### config.mk
export PLATFORM = sky130hd
export DESIGN_NAME = sdr_init_seq
export DESIGN_NICKNAME = d
export VERILOG_FILES = /design/src/rtl/sdr_init_seq.sv
export SDC_FILE = /design/constraint.sdc
export NUM_CORES = 1
export LEC_CHECK = 0
export CAP_MARGIN = 10
export CORE_ASPECT_RATIO = 0.9
export CORE_MARGIN = 1.5
export CORE_UTILIZATION = 45
export CTS_BUF_LIST = sky130_fd_sc_hd__clkbuf_16
export CTS_CLUSTER_SIZE = 28
export DETAILED_ROUTE_END_ITERATION = 10
export PLACE_DENSITY = 0.7
export SKIP_LAST_GASP = 1
export SLEW_MARGIN = 20
export SYNTH_ARGS = -nofsm -noshare
export SYNTH_HDL_FRONTEND = slang
export SYNTH_SLANG_ARGS = --single-unit
### constraint.sdc
create_clock -name sys_clk -period 3.08 [get_ports sys_clk]
set_clock_uncertainty 0.15 [all_clocks]
set_input_delay 0.616 -clock sys_clk [delete_from_list [all_inputs] [get_ports sys_clk]]
set_output_delay 0.616 -clock sys_clk [all_outputs]
set_load 0.005 [all_outputs]
### src/rtl/sdr_init_seq.sv
`default_nettype none
// +-----------------------------------------------------------------------------+
// | sdr_init_seq : SDRAM power-up init sequencer (NOP wait, PRECHARGE ALL,      |
// |   REF_CNT x AUTO_REFRESH, LOAD_MODE_REG, done). Option: SDR_INIT_REINIT_EN   |
// |   enables re-initialisation from DONE via sdr_init_req.                     |
// | Rev 1.0 - initial release                                                   |
// +-----------------------------------------------------------------------------+
module sdr_init_seq #(
  parameter int PWRUP_CYC = 10000,
  parameter int TRP_CYC   = 8,
  parameter int TRFC_CYC  = 10,
  parameter int REF_CNT   = 16,
  parameter int TMRD_CYC  = 18
) (
  input  logic        sys_clk,
  input  logic        reset,
  input  logic [2:0]  cfg_sdr_cas,
  input  logic [2:0]  cfg_sdr_bl,
  input  logic        sdr_init_req,
  output logic        sdr_cs_n,
  output logic        sdr_ras_n,
  output logic        sdr_cas_n,
  output logic        sdr_we_n,
  output logic [12:0] sdr_addr,
  output logic [1:0]  sdr_ba,
  output logic        sdr_init_done
);

  localparam int MAX_AB  = (PWRUP_CYC > TRP_CYC) ? PWRUP_CYC : TRP_CYC;
  localparam int MAX_CD  = (TRFC_CYC > TMRD_CYC) ? TRFC_CYC : TMRD_CYC;
  localparam int MAX_CYC = (MAX_AB > MAX_CD) ? MAX_AB : MAX_CD;
  localparam int CNT_W   = $clog2(MAX_CYC + 1);

  // Wait-state loads are interval-2: the command cycle and the exit cycle
  // both belong to the interval, so every timing parameter must be >= 2.
  localparam logic [CNT_W-1:0] PWRUP_LOAD = CNT_W'(PWRUP_CYC);
  localparam logic [CNT_W-1:0] TRP_LOAD   = CNT_W'(TRP_CYC - 2);
  localparam logic [CNT_W-1:0] TRFC_LOAD  = CNT_W'(TRFC_CYC - 2);
  localparam logic [CNT_W-1:0] TMRD_LOAD  = CNT_W'(TMRD_CYC - 2);
  localparam logic [7:0]       REF_LAST   = 8'(REF_CNT);

  localparam logic [3:0]  CMD_INHIBIT = 4'b1111;
  localparam logic [3:0]  CMD_NOP     = 4'b0111;
  localparam logic [3:0]  CMD_PRE     = 4'b0010;
  localparam logic [3:0]  CMD_REF     = 4'b0001;
  localparam logic [3:0]  CMD_LMR     = 4'b0000;
  localparam logic [12:0] ADDR_PALL   = 13'h0400;

  typedef enum logic [2:0] {
    ST_PWRUP     = 3'd0,
    ST_PRE       = 3'd1,
    ST_TRP_WAIT  = 3'd2,
    ST_REF       = 3'd3,
    ST_TRFC_WAIT = 3'd4,
    ST_MRS       = 3'd5,
    ST_TMRD_WAIT = 3'd6,
    ST_DONE      = 3'd7
  } state_t;

  state_t           state;
  logic [CNT_W-1:0] cnt;
  logic [7:0]       ref_cnt;
  logic [3:0]       cmd;

  assign {sdr_cs_n, sdr_ras_n, sdr_cas_n, sdr_we_n} = cmd;

`ifndef SDR_INIT_REINIT_EN
  logic unused_init_req;
  assign unused_init_req = sdr_init_req;
`endif

  // The state register always names the command currently on the bus.
  always_ff @(posedge sys_clk) begin
    if (reset) begin
      state         <= ST_PWRUP;
      cnt           <= PWRUP_LOAD;
      ref_cnt       <= '0;
      cmd           <= CMD_INHIBIT;
      sdr_addr      <= '0;
      sdr_ba        <= '0;
      sdr_init_done <= 1'b0;
    end else begin
      cmd      <= CMD_NOP;
      sdr_addr <= '0;
      sdr_ba   <= '0;
      case (state)
        ST_PWRUP: begin
          if (cnt == '0) begin
            state    <= ST_PRE;
            cmd      <= CMD_PRE;
            sdr_addr <= ADDR_PALL;
            ref_cnt  <= '0;
          end else begin
            cnt <= cnt - 1'b1;
          end
        end
        ST_PRE: begin
          state <= ST_TRP_WAIT;
          cnt   <= TRP_LOAD;
        end
        ST_TRP_WAIT: begin
          if (cnt == '0) begin
            state   <= ST_REF;
            cmd     <= CMD_REF;
            ref_cnt <= ref_cnt + 8'd1;
          end else begin
            cnt <= cnt - 1'b1;
          end
        end
        ST_REF: begin
          state <= ST_TRFC_WAIT;
          cnt   <= TRFC_LOAD;
        end
        ST_TRFC_WAIT: begin
          if (cnt != '0) begin
            cnt <= cnt - 1'b1;
          end else if (ref_cnt == REF_LAST) begin
            state    <= ST_MRS;
            cmd      <= CMD_LMR;
            sdr_addr <= {6'b000000, cfg_sdr_cas, 1'b0, cfg_sdr_bl};
          end else begin
            state   <= ST_REF;
            cmd     <= CMD_REF;
            ref_cnt <= ref_cnt + 8'd1;
          end
        end
        ST_MRS: begin
          state <= ST_TMRD_WAIT;
          cnt   <= TMRD_LOAD;
        end
        ST_TMRD_WAIT: begin
          if (cnt == '0) begin
            state         <= ST_DONE;
            sdr_init_done <= 1'b1;
          end else begin
            cnt <= cnt - 1'b1;
          end
        end
        ST_DONE: begin
`ifdef SDR_INIT_REINIT_EN
          if (sdr_init_req) begin
            state         <= ST_PRE;
            cmd           <= CMD_PRE;
            sdr_addr      <= ADDR_PALL;
            ref_cnt       <= '0;
            sdr_init_done <= 1'b0;
          end
`endif
        end
        default: begin
          state <= ST_PWRUP;
          cnt   <= PWRUP_LOAD;
        end
      endcase
    end
  end

endmodule
`default_nettype wire

==> results of run 1 <==
## per-layer routing
layer / vias to the layer above / GRT usage, % / share of wire, %
li1: 883 / - / -
met1: 838 / 28.8 / 49
met2: 68 / 30.2 / 43
met3: 6 / 5.21 / 7.2
met4: 0 / 7.78 / 1.1
met5: - / 0 / 0
## worst max-delay path: stages (launching register included)
cell	delay (ns)
dfxtp_1	0.34
inv_1	0.09
ha_1	0.18
nor4b_1	0.24
buf_4	0.19
nand4_2	0.41
o31ai_1	0.66
a21oi_1	0.09
## cells by family (layout without fill, tap and decap cells)
family | Yosys count | in the layout | synth area share [%]
and+or+nand+nor | 95 | 95 | 30.0
AOI/OAI and AO/OA | 60 | 60 | 21.0
DFF | 37 | 37 | 37.9
buffers and inverters | 26 | 38 | 6.52
adders and majority gates | 4 | 4 | 2.56
xor gates and xnor gates | 3 | 3 | 1.34
other | 1 | 8 | 0.192
muxes | 1 | 1 | 0.512
## synth_stat cells (3+ instances only)
library cell  instances  share of area [%]
nor3_1                7                1.8
nor2_1               13                2.5
clkbuf_1             11                2.1
and3_1                3               0.96
a21o_1                3                1.2
dfxtp_1              37                 38
nand3_1               5                1.3
or3_1                 7                2.2
o21ai_0               6                1.5
buf_4                 8                3.1
nand2b_1              3               0.96
ha_1                  4                2.6
nand4_1               5                1.6
or4_1                 6                2.3
nor4_1                5                1.6
nor4b_1               6                2.7
nand2_1              11                2.1
inv_1                 6                1.2
nand3b_1              3                1.2
a21oi_1              21                5.4
o31ai_1               7                2.7
and2_1                7                2.2
xnor2_1               3                1.3
a311oi_1              3                1.3
## how the worst min path moves through the flow
stage / from / endpoint / cells after the start
after global routing: ref_cnt[6]$_SDFFE_PP0P_ / ref_cnt[6]$_SDFFE_PP0P_ / 2
after global placement: sdr_init_done$_SDFFE_PP0P_ / sdr_init_done$_SDFFE_PP0P_ / 2
final: sdr_init_done$_SDFFE_PP0P_ / sdr_init_done$_SDFFE_PP0P_ / 2
after CTS: sdr_init_done$_SDFFE_PP0P_ / sdr_init_done$_SDFFE_PP0P_ / 2
after detailed placement: sdr_init_done$_SDFFE_PP0P_ / sdr_init_done$_SDFFE_PP0P_ / 2
after floorplan: sdr_init_done$_SDFFE_PP0P_ / sdr_init_done$_SDFFE_PP0P_ / 2
## final cells by class
cell class | instances | area, um^2 | area share [%]
Inverter | 6 | 22.5 | 0.966
Clock inverter | 3 | 41.3 | 1.77
Clock buffer | 5 | 125 | 5.36
Timing Repair Buffer | 24 | 228 | 9.76
Multi-Input combinational cell | 171 | 1110 | 47.8
Tap cell | 48 | 60.1 | 2.58
Sequential cell | 37 | 741 | 31.8
## state kept, by name, summed over array words and instances (netlist names)
| name | flops |
|---|---|
| cmd | 4 |
| state | 3 |
| sdr_init_done | 1 |
| sdr_addr | 7 |
| ref_cnt | 8 |
| cnt | 14 |
## power by group through the flow
| stage | logic [mW] | clock network (mW) | registers (mW) |
|---|---|---|---|
| 2_1_floorplan | 0.0795 | 0 | 0.515 |
| 3_3_place_gp | 0.0916 | 0 | 0.523 |
| 3_5_place_dp | 0.0924 | 0 | 0.524 |
| 4_1_cts | 0.0940 | 0.584 | 0.513 |
| 5_1_grt | 0.108 | 0.604 | 0.517 |
| 6_report | 0.0944 | 0.573 | 0.514 |
==> impl_summary.txt, run 1 <==
----------------------------------------------------
[Timing]
  Worst hold slack ... 0.321 ns
  Final critical-path required period ... 2.50 ns
  Post-route clock period utilization ... 81.1%
  Final worst slack ... 0.583 ns
  Post-route setup TNS ... 0 ns
  RSZ-0062 raised after global routing ... false
  Final number of hold-violating endpoints ... 0
  Maximum frequency from static timing analysis ... 400 MHz
  Slew @ Worst Pin ... 0.728 ns
  Final number of setup-violating endpoints ... 0
  Worst slew margin ... 51.0%
  Final slew viol count ... 0

[Die]
  Floorplan row count ... 22
  Number of top-level design ports ... 29
  Effective utilization at floorplan ... 47.4%
  X dimension of the die ... 72.5 um
  Area of the die ... 4750 um^2
  Vertical die dimension ... 65.6 um
  Core Footprint ... 4130 um^2

[Clock network]
  Number of clock sinks ... 37
  CTS Buf Count ... 5
  Maximum clock insertion buffer count ... 2
  Total number of H-tree levels ... 2
  Library cell used as clock root buffer ... clkbuf_16
  CTS tree ... done
  Hold buffer count at CTS ... 0
  CTS clk-pin slew, worst paths ... 0.06 ns
  Quantity of gates resized following cts ... 0
  Setup bufs post-CTS ... 0
  Clock Latency Late Sink ... 0.28 ns

[Synth]
  Synthesized instance count ... 227
  Syn. warnings ... 0
  Post-synthesis register bit count ... 37
  Share of synthesized flip-flops with an asynchronous set or reset ... 0%
  Post-synthesis instance area ... 1960 um^2
  Count of different cell masters after synthesis ... 52
  Sequential-to-total area share from yosys stat ... 37.9%
  Average cell area after synthesis ... 8.62 um^2
  EDFF count, synth ... 0
  Most used flip-flop cell after synthesis ... dfxtp_1

[Job]
  Max capacitance violation total ... 0

[Layout]
  Commonest non-fill, non-tap cell in the layout ... dfxtp_1
  Count of fill cells added during filler insertion ... 378
  Synth-to-layout area growth ... 19.2%
  Final core utilization ... 56.5%
  Nets@finish ... 258
  Layout cells sized above 1 ... 7.32%
  Final std cell area, no fill ... 2330 um^2
  Final std cells w/o fill ... 294
  Antenna diode instance count ... 0
  Most frequent cells in the layout ... dfxtp_1 (37), a21oi_1 (21), clkdlybuf4s50_1 (19)

[Worst setup path]
  Highest fanout seen on the critical path ... 18
  Reg2Reg Setup Slack ... 0.58 ns
  Crit path launch type ... flop
  Critical register-to-register path endpoint ... ref_cnt[3]$_SDFFE_PP0P_
  Worst Setup EP ... ref_cnt[3]$_SDFFE_PP0P_
  Worst R2R Path Depth ... 7
  CP Data Required Time ... 3.07 ns
  Reg-to-reg startpoint ... cnt[0]$_SDFFE_PP0P_
  Launch point of the worst path ... cnt[0]$_SDFFE_PP0P_
  Data arrival time of the critical path ... 2.48 ns
  Crit. End Element ... flop
  Kind of critical path ... reg -> reg

[Drt]
  Wire length after detailed routing ... 4480 um
  Via density ... 6.11
  Antenna Nets Post-Route ... 0
  Via count ... 1795
  DRC errors left ... 0
  Average detailed-routed wire length per instance ... 15.2 um
  Initial DRT Pass Iterations ... 4
  1st-iter DRT viols ... 143

[Global routing]
  Global route total overflow ... 0
  Wire length of the first global-routing pass ... 7710 um
  Maximum number of pins on one net before global-route repair ... 21
  Global router's overall resource usage ... 20.5%
  Vias in the first global route ... 1641
  Number of antenna violations at the first check in global routing ... 0

[Pwr]
  Worst vdd rail ir drop ... 0.378 mV
  Share of total power in combinational logic ... 8.0%
  Total power per unit cell area ... 506 nW/um^2
  Power spent charging and discharging nets ... 0.265 mW
  Total leakage power ... 0.818 nW
  Clk network pwr share ... 48.5%
  Share of power burned in registers ... 43.5%
  Switching share of total power ... 22.4%
  Design Power ... 1.18 mW
  Internal Pwr Total ... 0.916 mW

[Placement]
  Total placed instance area ... 2170 um^2
  Pre-CTS worst setup slack ... 0.629 ns
  Placed cells ... 286
  Final Wtd Congestion ... 0.804
  Port Buffer Count ... 19
  Detail Placement HPWL ... 3090 um

[Hold path]
  Path category of the worst min-delay check ... reg -> reg

[Run status]
  Status ... finished, final reports clean

----------------------------------------------------
No activity file was read; power rests on OpenSTA's default activity.
==> run 2, diff against run 1 <==
- PLACE_DENSITY: 0.7 -> 0.73
- clock period: 3.08 -> 2.02 ns (I/O delays scaled with it)
==> run 2 against run 1 <==
Effect of this change: the run now ends with setup timing left; fmax up 18%; critical path type unchanged; register-to-register slack lost 0.68 ns; routed wire length rose by 16%; power grew 46%; largest cell class unchanged.
==> impl_summary.txt, run 2 (same netlist as run 1, synthesis figures left out) <==
----------------------------------------------------
[Run status]
  Status ... complete, but fails checks
  Violated checks ... setup timing

[Worst setup path]
  Crit. End Element ... flop
  Data arrival time of the critical path ... 2.18 ns (-0.30 ns)
  CP Data Required Time ... 2.08 ns (-0.99 ns)
  Reg2Reg Setup Slack ... -0.09 ns (-0.68 ns)
  Kind of critical path ... reg -> reg
  Highest fanout seen on the critical path ... 3 (-15)
  Crit path launch type ... flop

[Timing]
  Final critical-path required period ... 2.11 ns (-0.384 ns)
  Final number of setup-violating endpoints ... 6 (+6)
  Final worst slack ... -0.0938 ns (-0.676 ns)
  RSZ-0062 raised after global routing ... true
  Post-route clock period utilization ... 105% (+24 points)
  Maximum frequency from static timing analysis ... 473 MHz (+18%)
  Worst hold slack ... 0.333 ns (+0.0122 ns)
  Final slew viol count ... 0 (unchanged)
  Post-route setup TNS ... -0.237 ns (-0.237 ns)
  Final number of hold-violating endpoints ... 0 (unchanged)

[Drt]
  Initial DRT Pass Iterations ... 4 (unchanged)
  Antenna Nets Post-Route ... 0 (unchanged)
  1st-iter DRT viols ... 156 (+9.1%)
  DRC errors left ... 0 (unchanged)
  Wire length after detailed routing ... 5200 um (+16%)
  Average detailed-routed wire length per instance ... 15.6 um (+2.5%)
  Via density ... 5.95 (-2.5%)
  Via count ... 1982 (+10%)

[Global routing]
  Wire length of the first global-routing pass ... 8640 um (+12%)
  Global route total overflow ... 0 (unchanged)
  Number of antenna violations at the first check in global routing ... 0 (unchanged)
  Maximum number of pins on one net before global-route repair ... 25 (+19%)
  Global router's overall resource usage ... 23.5% (+2.9 points)
  Vias in the first global route ... 1820 (+11%)

[Die]
  Effective utilization at floorplan ... 47.4% (unchanged)
  Floorplan row count ... 22 (unchanged)
  X dimension of the die ... 72.5 um (unchanged)
  Core Footprint ... 4130 um^2 (unchanged)
  Area of the die ... 4750 um^2 (unchanged)
  Number of top-level design ports ... 29 (unchanged)
  Vertical die dimension ... 65.6 um (unchanged)

[Hold path]
  Path category of the worst min-delay check ... reg -> reg

[Layout]
  Most frequent cells in the layout ... buf_4 (44), dfxtp_1 (34), a21oi_1 (20)
  Nets@finish ... 297 (+15%)
  Count of fill cells added during filler insertion ... 358 (-5.3%)
  Synth-to-layout area growth ... 39.1%
  Biggest registers after layout ... cnt x14, ref_cnt x8, sdr_addr x7
  Layout cells sized above 1 ... 27.7% (+20 points)
  Final std cell area, no fill ... 2720 um^2 (+17%)
  Number of flip-flops in the largest register ... 14 (unchanged)
  Register with the highest flop count ... cnt
  Commonest non-fill, non-tap cell in the layout ... buf_4
  Antenna diode instance count ... 0 (unchanged)

[Job]
  Max capacitance violation total ... 0 (unchanged)

[Placement]
  Final Wtd Congestion ... 0.899 (+12%)
  Port Buffer Count ... 19 (unchanged)
  Total placed instance area ... 2470 um^2 (+14%)
  Detail Placement HPWL ... 3660 um (+18%)

[Clock network]
  Maximum clock insertion buffer count ... 2 (unchanged)
  Clock Latency Late Sink ... 0.28 ns (about the same)
  Library cell used as clock root buffer ... clkbuf_16
  CTS tree ... done
  CTS Buf Count ... 5 (unchanged)
  Number of clock sinks ... 37 (unchanged)
  CTS clk-pin slew, worst paths ... 0.05 ns (about the same)
  Total number of H-tree levels ... 2 (unchanged)

[Pwr]
  Total power per unit cell area ... 633 nW/um^2 (+25%)
  Worst vdd rail ir drop ... 0.412 mV (+8.9%)
  Total leakage power ... 1.03 nW (+26%)

----------------------------------------------------
[run 2: changes by cell type in the layout (fill, tap and decap cells not counted), sizes merged]
cell / previous run / this run
buf: 5 / 44
bufinv: 1 / 0
clkinv: 1 / 3
clkinvlp: 1 / 0
[run 2: worst max-delay path, cell delays in order (launching register included)]
cell	delay [ns]
dfxtp_2	0.32
inv_2	0.07
ha_4	0.12
or4b_4	0.47
or3_4	0.35
or4_4	0.43
a21oi_2	0.14
[run 2: area by class of cell]
class	count	area (um^2)	area share, %
tap	48	60.1	2.21
inverter	6	22.5	0.827
sequential	37	744	27.3
clock inverter	3	12.5	0.460
timing repair buffer	63	520	19.1
multi-input combinational	171	1240	45.5
clock buffer	5	125	4.60
[run 2: through the flow]
step,instances,worst slack [ns],util [%],power [mW]
CTS,330,-0.117,63.5,1.72
global route,333,-0.126,65.9,1.80
floorplan,234,-0.0455,-,0.913
global placement,322,-0.0750,59.9,0.992
finish,333,-0.0938,65.9,1.72
detailed placement,322,-0.114,59.9,0.998
[run 2: layer usage]
metal | share of wire [%] | vias to the layer above | track usage [%]
li1 | - | 969 | -
met1 | 46 | 930 | 32.3
met2 | 46 | 72 | 36.8
met3 | 6.6 | 11 | 5.06
met4 | 1.4 | 0 | 7.31
met5 | 0 | - | 0
[run 2: path summary, 6_finish.rpt]
kind                                              endpoint                       start  cells after the start
worst max-delay path               ref_cnt[5]$_SDFFE_PP0P_         cnt[1]$_SDFFE_PP0P_                      6
worst min-delay path            sdr_init_done$_SDFFE_PP0P_  sdr_init_done$_SDFFE_PP0P_                      2
worst max register to register     ref_cnt[5]$_SDFFE_PP0P_         cnt[1]$_SDFFE_PP0P_                      6
worst min register to register  sdr_init_done$_SDFFE_PP0P_  sdr_init_done$_SDFFE_PP0P_                      2
[run 2: timing repair]
action / in CTS / in global routing
buffers inserted: 0 / 3
endpoints found under the setup margin: 5 / 25
pin swaps: 0 / 5
hold buffers: 0 / 0
gates resized for setup: 2 / 15
[run 2: power by group]
group	internal (mW)	total [mW]	switching (mW)
Combinational	0.117	0.216	0.0987
Sequential	0.753	0.779	0.0261
Clock	0.445	0.727	0.282
==> run 3, diff against run 2 <==
- CORE_MARGIN: 1.5 -> 5
==> run 3 against run 2 <==
Effect of this change: the flow still finishes with violations (setup timing); via count is 0.91% lower; clock power grew 17%; utilization grew 0.73 points; routed wire length down 2.2%; power is 7.6% higher; die area rose by 21%; count of clock-buffer cells in the layout unchanged; non-clock buffer count grew 2; worst setup slack lost 0.0025 ns; cell area grew 1.1%; sequential share of layout area is 0.34 points lower; critical path depth unchanged; largest power group is now the clock network.
==> impl_summary.txt, run 3 (same netlist as run 1, synthesis figures left out) <==
----------------------------------------------------
[Drt]
  Via density ... 5.86 (-1.5%)
  Antenna Nets Post-Route ... 0 (unchanged)
  DRC errors left ... 0 (unchanged)
  Wire length after detailed routing ... 5080 um (-2.2%)
  Via count ... 1964 (-0.91%)
  Average detailed-routed wire length per instance ... 15.2 um (-2.8%)
  1st-iter DRT viols ... 160 (+2.6%)
  Initial DRT Pass Iterations ... 4 (unchanged)

[Global routing]
  Maximum number of pins on one net before global-route repair ... 17 (-32%)
  Vias in the first global route ... 1825 (+0.27%)
  Global route total overflow ... 0 (unchanged)
  Global router's overall resource usage ... 18.0% (-5.5 points)
  Number of antenna violations at the first check in global routing ... 0 (unchanged)
  Wire length of the first global-routing pass ... 8340 um (-3.5%)

[Timing]
  Final slew viol count ... 0 (unchanged)
  Final number of hold-violating endpoints ... 0 (unchanged)
  Final worst slack ... -0.0963 ns (-0.00252 ns)
  RSZ-0062 raised after global routing ... true
  Maximum frequency from static timing analysis ... 473 MHz (-0.12%)
  Final number of setup-violating endpoints ... 4 (-2)
  Post-route clock period utilization ... 105% (+0.12 points)
  Worst hold slack ... 0.337 ns (+0.00453 ns)
  Final critical-path required period ... 2.12 ns (+0.00252 ns)

[Worst setup path]
  Highest fanout seen on the critical path ... 3 (unchanged)
  Crit path max-delay family ... simple AND/OR/NAND/NOR gates
  Crit. End Element ... flop
  Kind of critical path ... reg -> reg
  Maximum cell stage delay along the critical path ... 0.48 ns (about the same)
  Worst path bufs/invs ... 1 (unchanged)
  CP Data Required Time ... 2.08 ns (about the same)
  Sequence of cells on the critical path ... inv_2 -> ha_4 -> or4b_4 -> or3_4 -> or4_1 -> a21oi_1
  Crit path launch type ... flop
  Data arrival time of the critical path ... 2.18 ns (about the same)
  Slowest-stage cell, CP ... or4b_4

[Job]
  Max capacitance violation total ... 0 (unchanged)

[Layout]
  Antenna diode instance count ... 0 (unchanged)
  Synth-to-layout area growth ... 40.7%
  Count of fill cells added during filler insertion ... 334 (-6.7%)
  Total area of sequential cells ... 743 um^2 (-0.17%)
  Footprint of the multi-input gates ... 1230 um^2 (-0.71%)
  Most frequent cells in the layout ... buf_4 (46), dfxtp_1 (35), a21oi_1 (21)
  Biggest registers after layout ... cnt x14, ref_cnt x8, sdr_addr x7
  Layout cells sized above 1 ... 26.8% (-0.89 points)
  Commonest non-fill, non-tap cell in the layout ... buf_4
  Number of flip-flops in the largest register ... 14 (unchanged)
  Nets@finish ... 299 (+0.67%)
  Register with the highest flop count ... cnt

[Die]
  Effective utilization at floorplan ... 47.4% (unchanged)
  Floorplan row count ... 22 (unchanged)
  X dimension of the die ... 79.5 um (+9.7%)
  Area of the die ... 5770 um^2 (+21%)
  Number of top-level design ports ... 29 (unchanged)
  Core Footprint ... 4130 um^2 (unchanged)
  Vertical die dimension ... 72.6 um (+11%)

[Hold path]
  Path category of the worst min-delay check ... reg -> reg

[Pwr]
  Design Power ... 1.85 mW (+7.6%)
  Total power per unit cell area ... 673 nW/um^2 (+6.4%)
  Worst vdd rail ir drop ... 0.439 mV (+6.7%)
  Total leakage power ... 1.05 nW (+1.2%)

[Placement]
  Port Buffer Count ... 19 (unchanged)
  Detail Placement HPWL ... 3670 um (+0.17%)
  Final Wtd Congestion ... 0.957 (+6.5%)

[Clock network]
  Clock Latency Late Sink ... 0.27 ns (about the same)
  Library cell used as clock root buffer ... clkbuf_16
  Total number of H-tree levels ... 2 (unchanged)
  Hold buffer count at CTS ... 0 (unchanged)
  Maximum clock insertion buffer count ... 2 (unchanged)
  CTS Buf Count ... 5 (unchanged)
  CTS clk-pin slew, worst paths ... 0.05 ns (about the same)
  CTS tree ... done
  Number of clock sinks ... 37 (unchanged)

[Run status]
  Status ... complete, but fails checks
  Violated checks ... setup timing

----------------------------------------------------
run 3: changes by cell type in the layout (fill, tap and decap cells not counted), sizes merged:
cell and delta:
clkinv -2, inv +1, buf +2, bufinv +1
run 3: path summary, 6_finish.rpt:
path / start / end / slack, ns / depth (start not counted)
worst min-delay path: sdr_init_done$_SDFFE_PP0P_ / sdr_init_done$_SDFFE_PP0P_ / 0.34 / 2
worst min register to register: sdr_init_done$_SDFFE_PP0P_ / sdr_init_done$_SDFFE_PP0P_ / 0.34 / 2
worst max register to register: cnt[1]$_SDFFE_PP0P_ / ref_cnt[5]$_SDFFE_PP0P_ / -0.1 / 6
worst max-delay path: cnt[1]$_SDFFE_PP0P_ / ref_cnt[5]$_SDFFE_PP0P_ / -0.1 / 6
run 3: report_power, final:
part	total [mW]	internal (mW)	switching [mW]
Clock	0.853	0.573	0.280
Combinational	0.218	0.119	0.0984
Sequential	0.782	0.753	0.0292
Total	1.85	1.44	0.408
run 3: repair_timing:
| item | in CTS | in global routing |
|---|---|---|
| endpoints found under the hold margin | 0 | 0 |
| setup buffers | 0 | 3 |
| pin swaps | 1 | 3 |
| gates resized for setup | 6 | 8 |
| gates cloned | 0 | 0 |
| endpoints found under the setup margin | 10 | 27 |
run 3: layer usage:
metal	GRT usage, %	share of wire [%]
met5	0	0
met4	7.44	2.4
met2	27.4	43
met3	4.84	6.2
met1	24.2	48
run 3: worst min-delay path, stage by stage (launching register included):
cell,delay (ns)
dfxtp_1,0.33
a21oi_1,0.05
nor2_1,0.07
run 3: stage by stage:
stage	util [%]	setup TNS, ns	cell area, um^2	instances	setup slack [ns]
global placement	60.2	-0.187	2490	324	-0.0624
global route	66.7	-1.32	2750	335	-0.131
detailed placement	60.2	-0.325	2490	324	-0.0956
finish	66.7	-0.193	2750	335	-0.0963
CTS	64.8	-0.181	2670	332	-0.0722
floorplan	-	-0.0455	2020	234	-0.0455
run 3: area by class of cell:
| type | count | share of cell area (%) |
|---|---|---|
| Timing Repair Buffer | 65 | 19.5 |
| Sequential cell | 37 | 27.0 |
| Tap cell | 48 | 2.18 |
| Clock buffer | 5 | 4.55 |
| Multi-Input combinational cell | 171 | 44.6 |
| Inverter | 6 | 0.818 |
| Clock inverter | 3 | 1.36 |
